## src/rtl/alu_seq_pkg.sv

```systemverilog
// Shared definitions for the ALU sequencer: widths, opcodes, FSM states,
// the latched-instruction payload and opcode classification helpers.
package alu_seq_pkg;

  localparam int unsigned DATA_W   = 32;
  localparam int unsigned OP_W     = 5;
  localparam int unsigned REG_W    = 5;
  localparam int unsigned NUM_REGS = 32;

  // Opcodes shared with the ALU encoding
  localparam logic [OP_W-1:0] OP_ADD        = 5'd0;
  localparam logic [OP_W-1:0] OP_ADD_CARRY  = 5'd1;
  localparam logic [OP_W-1:0] OP_SUB        = 5'd2;
  localparam logic [OP_W-1:0] OP_SUB_BORROW = 5'd3;
  localparam logic [OP_W-1:0] OP_MUL        = 5'd4;
  localparam logic [OP_W-1:0] OP_LOAD       = 5'b10000;
  localparam logic [OP_W-1:0] OP_STORE      = 5'b10001;

  localparam logic [OP_W-1:0] MUL_OP      = OP_MUL;
  localparam logic [OP_W-1:0] ILLEGAL_MIN = 5'd18;

  typedef enum logic [2:0] {
    S_IDLE,
    S_READ,
    S_EXEC,
    S_WB_LO,
    S_WB_HI
  } state_t;

  typedef struct packed {
    logic [OP_W-1:0]   op;
    logic [REG_W-1:0]  rd;
    logic [REG_W-1:0]  rs;
    logic [REG_W-1:0]  rt;
    logic [DATA_W-1:0] imm;
  } instr_t;

  // Ops whose result bit 32 is a carry/borrow out
  function automatic logic is_carry_op(input logic [OP_W-1:0] op);
    return (op == OP_ADD) || (op == OP_ADD_CARRY) ||
           (op == OP_SUB) || (op == OP_SUB_BORROW);
  endfunction

endpackage

```

## src/rtl/alu_seq_regfile.sv

```systemverilog
// 32x32 register file: async clear, one synchronous write port,
// combinational read ports for rs, rt and debug.
module alu_seq_regfile
  import alu_seq_pkg::*;
(
  input  logic              clk,
  input  logic              rst,
  input  logic              i_we,
  input  logic [REG_W-1:0]  i_waddr,
  input  logic [DATA_W-1:0] i_wdata,
  input  logic [REG_W-1:0]  i_rs_addr,
  input  logic [REG_W-1:0]  i_rt_addr,
  input  logic [REG_W-1:0]  i_dbg_addr,
  output logic [DATA_W-1:0] o_rs_data_c,
  output logic [DATA_W-1:0] o_rt_data_c,
  output logic [DATA_W-1:0] o_dbg_data_c
);

  logic [DATA_W-1:0] r_mem [NUM_REGS];

  // Storage: cleared on reset, single write per cycle
  always_ff @(posedge clk or posedge rst) begin
    if (rst) begin
      for (int unsigned i = 0; i < NUM_REGS; i++) begin
        r_mem[i] <= '0;
      end
    end else if (i_we) begin
      r_mem[i_waddr] <= i_wdata;
    end
  end

  assign o_rs_data_c  = r_mem[i_rs_addr];
  assign o_rt_data_c  = r_mem[i_rt_addr];
  assign o_dbg_data_c = r_mem[i_dbg_addr];

endmodule

```

## src/rtl/alu_sequencer.sv

```systemverilog
// Multi-cycle sequencer for the shared combinational ALU: accepts one
// instruction, reads operands, drives the ALU, captures the 64-bit result
// and writes it back (MUL high word to rd+1).
// Optional feature macro: ALU_SEQ_CARRY_EN (carry_flag register).
module alu_sequencer
  import alu_seq_pkg::*;
(
  input  logic                clk,
  input  logic                rst,
  input  logic                instr_valid,
  output logic                instr_ready,
  input  logic [OP_W-1:0]     instr_op,
  input  logic [REG_W-1:0]    instr_rd,
  input  logic [REG_W-1:0]    instr_rs,
  input  logic [REG_W-1:0]    instr_rt,
  input  logic [DATA_W-1:0]   instr_imm,
  output logic [DATA_W-1:0]   alu_a,
  output logic [DATA_W-1:0]   alu_b,
  output logic [OP_W-1:0]     alu_op,
  input  logic [2*DATA_W-1:0] alu_out,
  output logic                done,
  output logic [REG_W-1:0]    done_rd,
  output logic [DATA_W-1:0]   done_data,
  output logic                store_valid,
  output logic [DATA_W-1:0]   store_data,
  output logic                err,
  output logic                carry_flag,
  input  logic [REG_W-1:0]    dbg_addr,
  output logic [DATA_W-1:0]   dbg_data
);

  localparam logic [REG_W-1:0] LAST_REG = REG_W'(NUM_REGS - 1);

  state_t              r_state, w_state_nxt;
  instr_t              r_instr;
  logic [2*DATA_W-1:0] r_result;
  logic [DATA_W-1:0]   r_alu_a, r_alu_b;
  logic [OP_W-1:0]     r_alu_op;
  logic                r_instr_ready;
  logic                r_done, w_done_nxt;
  logic [REG_W-1:0]    r_done_rd, w_done_rd_nxt;
  logic [DATA_W-1:0]   r_done_data, w_done_data_nxt;
  logic                r_store_valid, w_store_valid_nxt;
  logic [DATA_W-1:0]   r_store_data, w_store_data_nxt;
  logic                r_err, w_err_nxt;

  logic                w_accept;
  logic                w_we;
  logic [REG_W-1:0]    w_waddr;
  logic [DATA_W-1:0]   w_wdata;
  logic [DATA_W-1:0]   w_rs_data, w_rt_data;

  assign w_accept = (r_state == S_IDLE) && instr_valid;

  alu_seq_regfile u_regfile (
    .clk          (clk),
    .rst          (rst),
    .i_we         (w_we),
    .i_waddr      (w_waddr),
    .i_wdata      (w_wdata),
    .i_rs_addr    (r_instr.rs),
    .i_rt_addr    (r_instr.rt),
    .i_dbg_addr   (dbg_addr),
    .o_rs_data_c  (w_rs_data),
    .o_rt_data_c  (w_rt_data),
    .o_dbg_data_c (dbg_data)
  );

  // State register
  always_ff @(posedge clk or posedge rst) begin
    if (rst) r_state <= S_IDLE;
    else     r_state <= w_state_nxt;
  end

  // Next state, writeback port and next values of the pulse outputs
  always_comb begin
    w_state_nxt       = r_state;
    w_we              = 1'b0;
    w_waddr           = r_instr.rd;
    w_wdata           = r_result[DATA_W-1:0];
    w_done_nxt        = 1'b0;
    w_done_rd_nxt     = r_done_rd;
    w_done_data_nxt   = r_done_data;
    w_store_valid_nxt = 1'b0;
    w_store_data_nxt  = r_store_data;
    w_err_nxt         = 1'b0;
    unique case (r_state)
      S_IDLE:  if (instr_valid) w_state_nxt = S_READ;
      S_READ:  w_state_nxt = S_EXEC;
      S_EXEC:  w_state_nxt = S_WB_LO;
      S_WB_LO: begin
        w_done_rd_nxt = r_instr.rd;
        if (r_instr.op >= ILLEGAL_MIN) begin
          w_err_nxt       = 1'b1;
          w_done_data_nxt = '0;
        end else if (r_instr.op == OP_LOAD) begin
          w_we            = 1'b1;
          w_wdata         = r_instr.imm;
          w_done_data_nxt = r_instr.imm;
        end else if (r_instr.op == OP_STORE) begin
          w_store_valid_nxt = 1'b1;
          w_store_data_nxt  = w_rs_data;
          w_done_data_nxt   = w_rs_data;
        end else begin
          w_we            = 1'b1;
          w_done_data_nxt = r_result[DATA_W-1:0];
        end
        // MUL into R31 drops the high word rather than wrapping to R0
        if ((r_instr.op == MUL_OP) && (r_instr.rd != LAST_REG)) begin
          w_state_nxt = S_WB_HI;
        end else begin
          w_state_nxt = S_IDLE;
          w_done_nxt  = 1'b1;
        end
      end
      S_WB_HI: begin
        w_we            = 1'b1;
        w_waddr         = r_instr.rd + REG_W'(1);
        w_wdata         = r_result[2*DATA_W-1:DATA_W];
        w_done_rd_nxt   = r_instr.rd + REG_W'(1);
        w_done_data_nxt = r_result[2*DATA_W-1:DATA_W];
        w_done_nxt      = 1'b1;
        w_state_nxt     = S_IDLE;
      end
      default: w_state_nxt = S_IDLE;
    endcase
  end

  // Instruction latch, ALU operand/result staging and registered outputs
  always_ff @(posedge clk or posedge rst) begin
    if (rst) begin
      r_instr       <= '0;
      r_result      <= '0;
      r_alu_a       <= '0;
      r_alu_b       <= '0;
      r_alu_op      <= '0;
      r_instr_ready <= 1'b1;
      r_done        <= 1'b0;
      r_done_rd     <= '0;
      r_done_data   <= '0;
      r_store_valid <= 1'b0;
      r_store_data  <= '0;
      r_err         <= 1'b0;
    end else begin
      if (w_accept) begin
        r_instr <= '{op: instr_op, rd: instr_rd, rs: instr_rs,
                     rt: instr_rt, imm: instr_imm};
      end
      if (r_state == S_READ) begin
        r_alu_a  <= w_rs_data;
        r_alu_b  <= w_rt_data;
        r_alu_op <= r_instr.op;
      end
      if (r_state == S_EXEC) begin
        r_result <= alu_out;
      end
      r_instr_ready <= (w_state_nxt == S_IDLE);
      r_done        <= w_done_nxt;
      r_done_rd     <= w_done_rd_nxt;
      r_done_data   <= w_done_data_nxt;
      r_store_valid <= w_store_valid_nxt;
      r_store_data  <= w_store_data_nxt;
      r_err         <= w_err_nxt;
    end
  end

`ifdef ALU_SEQ_CARRY_EN
  logic r_carry;

  // Carry/borrow out of add/sub ops, held across all other ops
  always_ff @(posedge clk or posedge rst) begin
    if (rst) begin
      r_carry <= 1'b0;
    end else if ((r_state == S_WB_LO) && is_carry_op(r_instr.op)) begin
      r_carry <= r_result[DATA_W];
    end
  end

  assign carry_flag = r_carry;
`else
  assign carry_flag = 1'b0;
`endif

  assign instr_ready = r_instr_ready;
  assign alu_a       = r_alu_a;
  assign alu_b       = r_alu_b;
  assign alu_op      = r_alu_op;
  assign done        = r_done;
  assign done_rd     = r_done_rd;
  assign done_data   = r_done_data;
  assign store_valid = r_store_valid;
  assign store_data  = r_store_data;
  assign err         = r_err;

endmodule
```

## config.mk

```make
export PLATFORM = sky130hd
export DESIGN_NAME = alu_sequencer
export DESIGN_NICKNAME = d
export VERILOG_FILES = /design/src/rtl/alu_seq_pkg.sv /design/src/rtl/alu_seq_regfile.sv /design/src/rtl/alu_sequencer.sv
export SDC_FILE = /design/constraint.sdc
export NUM_CORES = 2
export LEC_CHECK = 0
export CAP_MARGIN = 20
export CORE_UTILIZATION = 46
export DETAILED_ROUTE_END_ITERATION = 16
export PLACE_DENSITY = 0.62
export SLEW_MARGIN = 30
export SYNTH_ARGS = -nofsm -noshare
export SYNTH_HDL_FRONTEND = slang
export SYNTH_HIERARCHICAL = 1
export SYNTH_SLANG_ARGS = --single-unit
export TNS_END_PERCENT = 30
```

## constraint.sdc

```tcl
create_clock -name clk -period 32.9 [get_ports clk]
set_input_delay 4.935 -clock clk [delete_from_list [all_inputs] [get_ports clk]]
set_output_delay 4.935 -clock clk [all_outputs]
set_load 0.01 [all_outputs]
```

### Word level (Yosys, flattened, before mapping)

Index checks and enable logic that the tools add are counted.

* register bits after elaboration: 1285
* latch bits: 0
* bits in writable memories: 0
* bits in read-only memories: 0
* bits of input ports: 124
* output and inout port bits: 175
* word-level logic and storage cells: 113
* memories kept: 0

* add/subtract/negate cells: 1
* multiply operators: 0
* divide/modulo/power cells: 0
* $lt $le $gt $ge: 6
* equal/unequal tests: 8
* shift operators: 0
* multiplexer cells: 36
* bitwise operators: 6
* reductions and logical operators: 7

Operator list (number)
* 1024-bit bitwise mux: 1
* 32-bit binary-select mux with 5-bit select: 3
* 32-bit two-way mux: 12
* 32-bit demux with 5-bit select: 1
* 32-bit one-hot mux with 2 select lines: 2
* 6-bit greater-or-equal comparator, second input constant: 4
* 5-bit inverter with 6-bit output: 4
* 3-bit one-hot mux with 4 select lines: 1
* 5-bit equality test, second input constant: 2
* 1-bit two-way mux: 10
* 5-bit one-hot mux with 2 select lines: 1
* 3-bit by 2-bit equality test with 1-bit output, second input constant: 2
* 3-bit logical NOT: 2
* 6-bit by 1-bit < comparator with 1-bit output, second input constant: 1
* 3-bit two-way mux: 2
* 5-bit by 1-bit adder with 5-bit output, second input constant: 1
* 5-bit by 3-bit equality test with 1-bit output, second input constant: 1
* 5-bit greater-or-equal comparator, second input constant: 1
* 5-bit two-way mux: 1
* 5-bit inequality test, second input constant: 1
* 1-bit one-hot mux with 2 select lines: 2
* 4-bit AND reduction: 1
* 3-bit by 1-bit equality test with 1-bit output, second input constant: 1
* 3-bit equality test, second input constant: 1
* 3 further kinds: 6

### Longest topological paths before layout

* depth after elaboration: 8
* depth in mapped cells: 11
* gate-level depth less buffers: 8

### By module

Netlist, hierarchy kept.

By module, submodules not included
* alu_seq_regfile: instances 1, cells each 5764, area an instance 65007.3 µm², sequential area each 25624.6 µm²
* alu_sequencer: instances 1, cells each 833, area an instance 11408.4 µm², sequential area each 6532.5 µm²

### Least setup slack after synthesis

Ideal clock, no wire load.

* path kind: input-to-output
* start: in dbg_addr[1]
* end: out dbg_data[0]
* arrival: 6.177 ns
* data required time: 27.965 ns
* slack: 21.788 ns
* stages: 8
* path buffers: 4
* cells stage by stage: buf_2 buf_4 buf_2 buf_2 mux2i_1 nand2_1 a31oi_1 nand3_1

* longest elaborated chain between the ends: 4

RTL lines
* start: declaration: RTL line alu_sequencer.sv:28 `input logic [REG_W-1:0] dbg_addr,`
* 5-bit inverter with 6-bit output (not written as such): RTL line alu_seq_regfile.sv:34 `assign o_dbg_data_c = r_mem[i_dbg_addr];`
* 32-bit binary-select mux with 5-bit select: RTL line alu_seq_regfile.sv:34
* 32-bit two-way mux (not written as such) (2 in a row): RTL line alu_seq_regfile.sv:34
* end: declaration: RTL line alu_sequencer.sv:29 `output logic [DATA_W-1:0] dbg_data`

Every way passes these cells. The select of a mux whose other input is x is not followed.

### Final worst setup path

* start: in dbg_addr[1]
* end: out dbg_data[17]

Same word-level chain as after synthesis.

==> metrics <==
status complete, but fails checks; failing checks DRC; Root Driver clkbuf_16; Yosys warning total 6; fmax around 0.067 GHz; commonest cells in the synthesized netlist mux2i_1 (1562), dfrtp_1 (1284), mux2_2 (1202); Final Slew Violations 0; antenna violations before repair 15; H-Tree Level Count 4; Gate Count Post-Synth between 6000 and 7000; DR pass1 iterations 12; Slew @ Worst Pin 1.16 ns; floorplan row count 149; Worst path slowest cell buf_4; CTS tree done; largest net degree at the start of global routing 143; final worst setup slack 17.99 ns; Iteration-0 DRC Markers 6850; DRC Markers 16; Seq/Total Area, Yosys 42.1%; Synth Register Bits 1285; fin crit share 45.3%; hold-fix buffers at CTS 0; Reg clk slew, reported paths about 0.05 ns; Unique masters post-synth 52; DR vias around 59000; worst-path cell chain buf_8 > buf_12 > buf_4 > buf_4 > mux2i_1 > a22o_1 > nor3_1 > a31oi_1 > nand3_1 > clkdlybuf4s50_1; Setup crit start kind input port; Clk Latency, worst-skew pair 0.82 ns; I/O pins 299; HPWL after DPL 147 mm; Final Skew 0.0320 ns; Post-Syn Nets 6723; top cells by area, synth dfrtp_1 (42%), mux2i_1 (20%), mux2_2 (18%); global-route wire length before repair 405 mm; max_cap viols 0; GR Util All Layers 32.6%; Layout Nets 6685; Final Critical Period 14.91 ns; area fraction of the dominant cell type after synthesis roughly 42%; GPL Wtd Cong 0.836; Setup Slack @ Placement 18.24 ns; clk sinks roughly 1300; Die W 410 um; Routed wire per std cell ~32 um; Initial Utilization 46.3%; worst min path class flop to flop; CP max FO 121; worst vdd ir ~0.14 mV; Cell Area, Synth ~76000 um^2; Post-CTS Setup Bufs 0; Core Footprint ~160000 um^2; Layout area overhead 12.1%; total CTS buffers between 100 and 150; number of synthesized flops with an enable pin 0; count leader, synth mux2i_1; most frequent CP cell buf_4; Setup Crit Path Kind input port to primary output; antenna viol nets, final 0; Slew headroom a little under a quarter; Die ar. 168000 um^2; Async SR Flop Fraction between 90% and 100%; Worst path max stage delay 0.86 ns; Die Y 410 um; final setup violation count 0; PwrDens 101 nW/um^2; PortBufs 297; drt total wl 280 mm; layout cells sized above 1 between 20% and 30%; P_leak just over 0.04 uW; final hold violation count 0; Via density 6.60; via count of the first global-routing pass 57500; CP Capture Type primary output; grt ovf 0; CTS-repair resized insts 0; setup_tns 0 ns; Clock Path Buffers 3; dominant synthesized flop cell dfrtp_1; critical path data arrival time ~10 ns; required time worst endpoint 27.96 ns; RSZ-0062 raised after global routing false; area leader, netlist dfrtp_1; Syn Area/Cell 11.6 um^2
-- cells in the final DEF, fill, tap and decap left out, types with 20 or more instances in the layout --
cell type           n
nor2_4             20
clkbuf_1           34
buf_4             106
clkdlybuf4s50_1   296
nand2_1           325
nand3_1           323
o211ai_1           25
clkbuf_16         152
buf_6              20
a22o_1            192
nor3_1             98
dfrtp_1          1281
and2_1             26
mux2_1             67
a21oi_1           288
a31oi_1            96
a22oi_1           288
mux2i_1          1562
mux2_2           1202
clkbuf_8           35
-- path summary, 6_finish.rpt --
| check | slack [ns] | end | depth (start not counted) | from |
|---|---|---|---|---|
| setup / recovery | 17.99 | dbg_data[17] | 10 | dbg_addr[1] |
| hold / removal | 0.49 | store_data[3] | 1 | store_data[3] |
| setup reg to reg | 27.43 | done_data[21] | 12 | r_instr[38] |
| hold reg to reg | 0.49 | store_data[3] | 1 | store_data[3] |
| max in group asynchronous | 25.03 | u_regfile/r_mem[71] | 6 | rst |
| min in group asynchronous | 4.65 | u_regfile/r_mem[508] | 2 | rst |
-- layout make-up --
class,count,area [um^2]
tap,2189,2740
multi-input combinational,4667,41200
inverter,12,56.3
sequential,1285,32200
timing repair buffer,446,4500
clock buffer,221,4410
fill,14300,79400
antenna,4,10.0
clock inverter,39,519
-- logic make-up (layout without fill, tap and decap cells) --
kind of cell,Yosys count,count (layout),synth area share [%]
other,1,5,0.00491
XOR/XNOR,6,6,0.0688
flip-flops,1285,1285,42.1
AO/OA/AOI/OAI,960,960,8.74
AND/OR/NAND/NOR,867,867,5.46
multiplexers,2831,2831,39.2
adder cells (fa/ha/maj),2,2,0.0327
buffers and inverters,645,718,4.46
-- worst max-delay path, delay by kind of cell --
family	cells	cell delay [ns]
compound gates	2	0.45
buf+inv	5	3.54
mux	1	0.29
simple gates	2	0.36
-- registers in the layout, indices dropped and copies added, names as in the netlist --
signal	cells
alu_op	5
done_rd	5
r_state	3
alu_b	32
r_result	64
err	1
store_data	32
r_instr	52
instr_ready	1
store_valid	1
done	1
done_data	32
alu_a	32
u_regfile/r_mem	1024
-- routing by layer --
metal,routed length (um),vias to the layer above,GRT usage (%)
met4,11000,14,12.7
met2,118000,3113,47.0
met3,30500,630,8.79
li1,-,24500,-
met1,120000,30300,46.4
met5,100,-,0
-- power by group --
| part | internal (uW) | switching [uW] |
|---|---|---|
| clock network | 1000 | 698 |
| logic | 1750 | 2420 |
| registers | 2160 | 586 |
| total | 4920 | 3700 |
-- through the flow --
step | instance area (um^2) | hold slack (ns) | std cells | util (%) | total power (uW)
after detailed placement | 80600 | 0.484 | 8595 | 48.8 | 6810
after CTS | 85500 | 0.497 | 8855 | 51.8 | 8520
after global placement | 80300 | 0.476 | 8587 | 48.7 | 6730
final | 85600 | 0.494 | 8863 | 51.9 | 8620
after global routing | 85600 | 0.515 | 8859 | 51.9 | 8970
after floorplan | 76400 | 0.475 | 6597 | - | 5340
(Power assumes the default switching activity.)
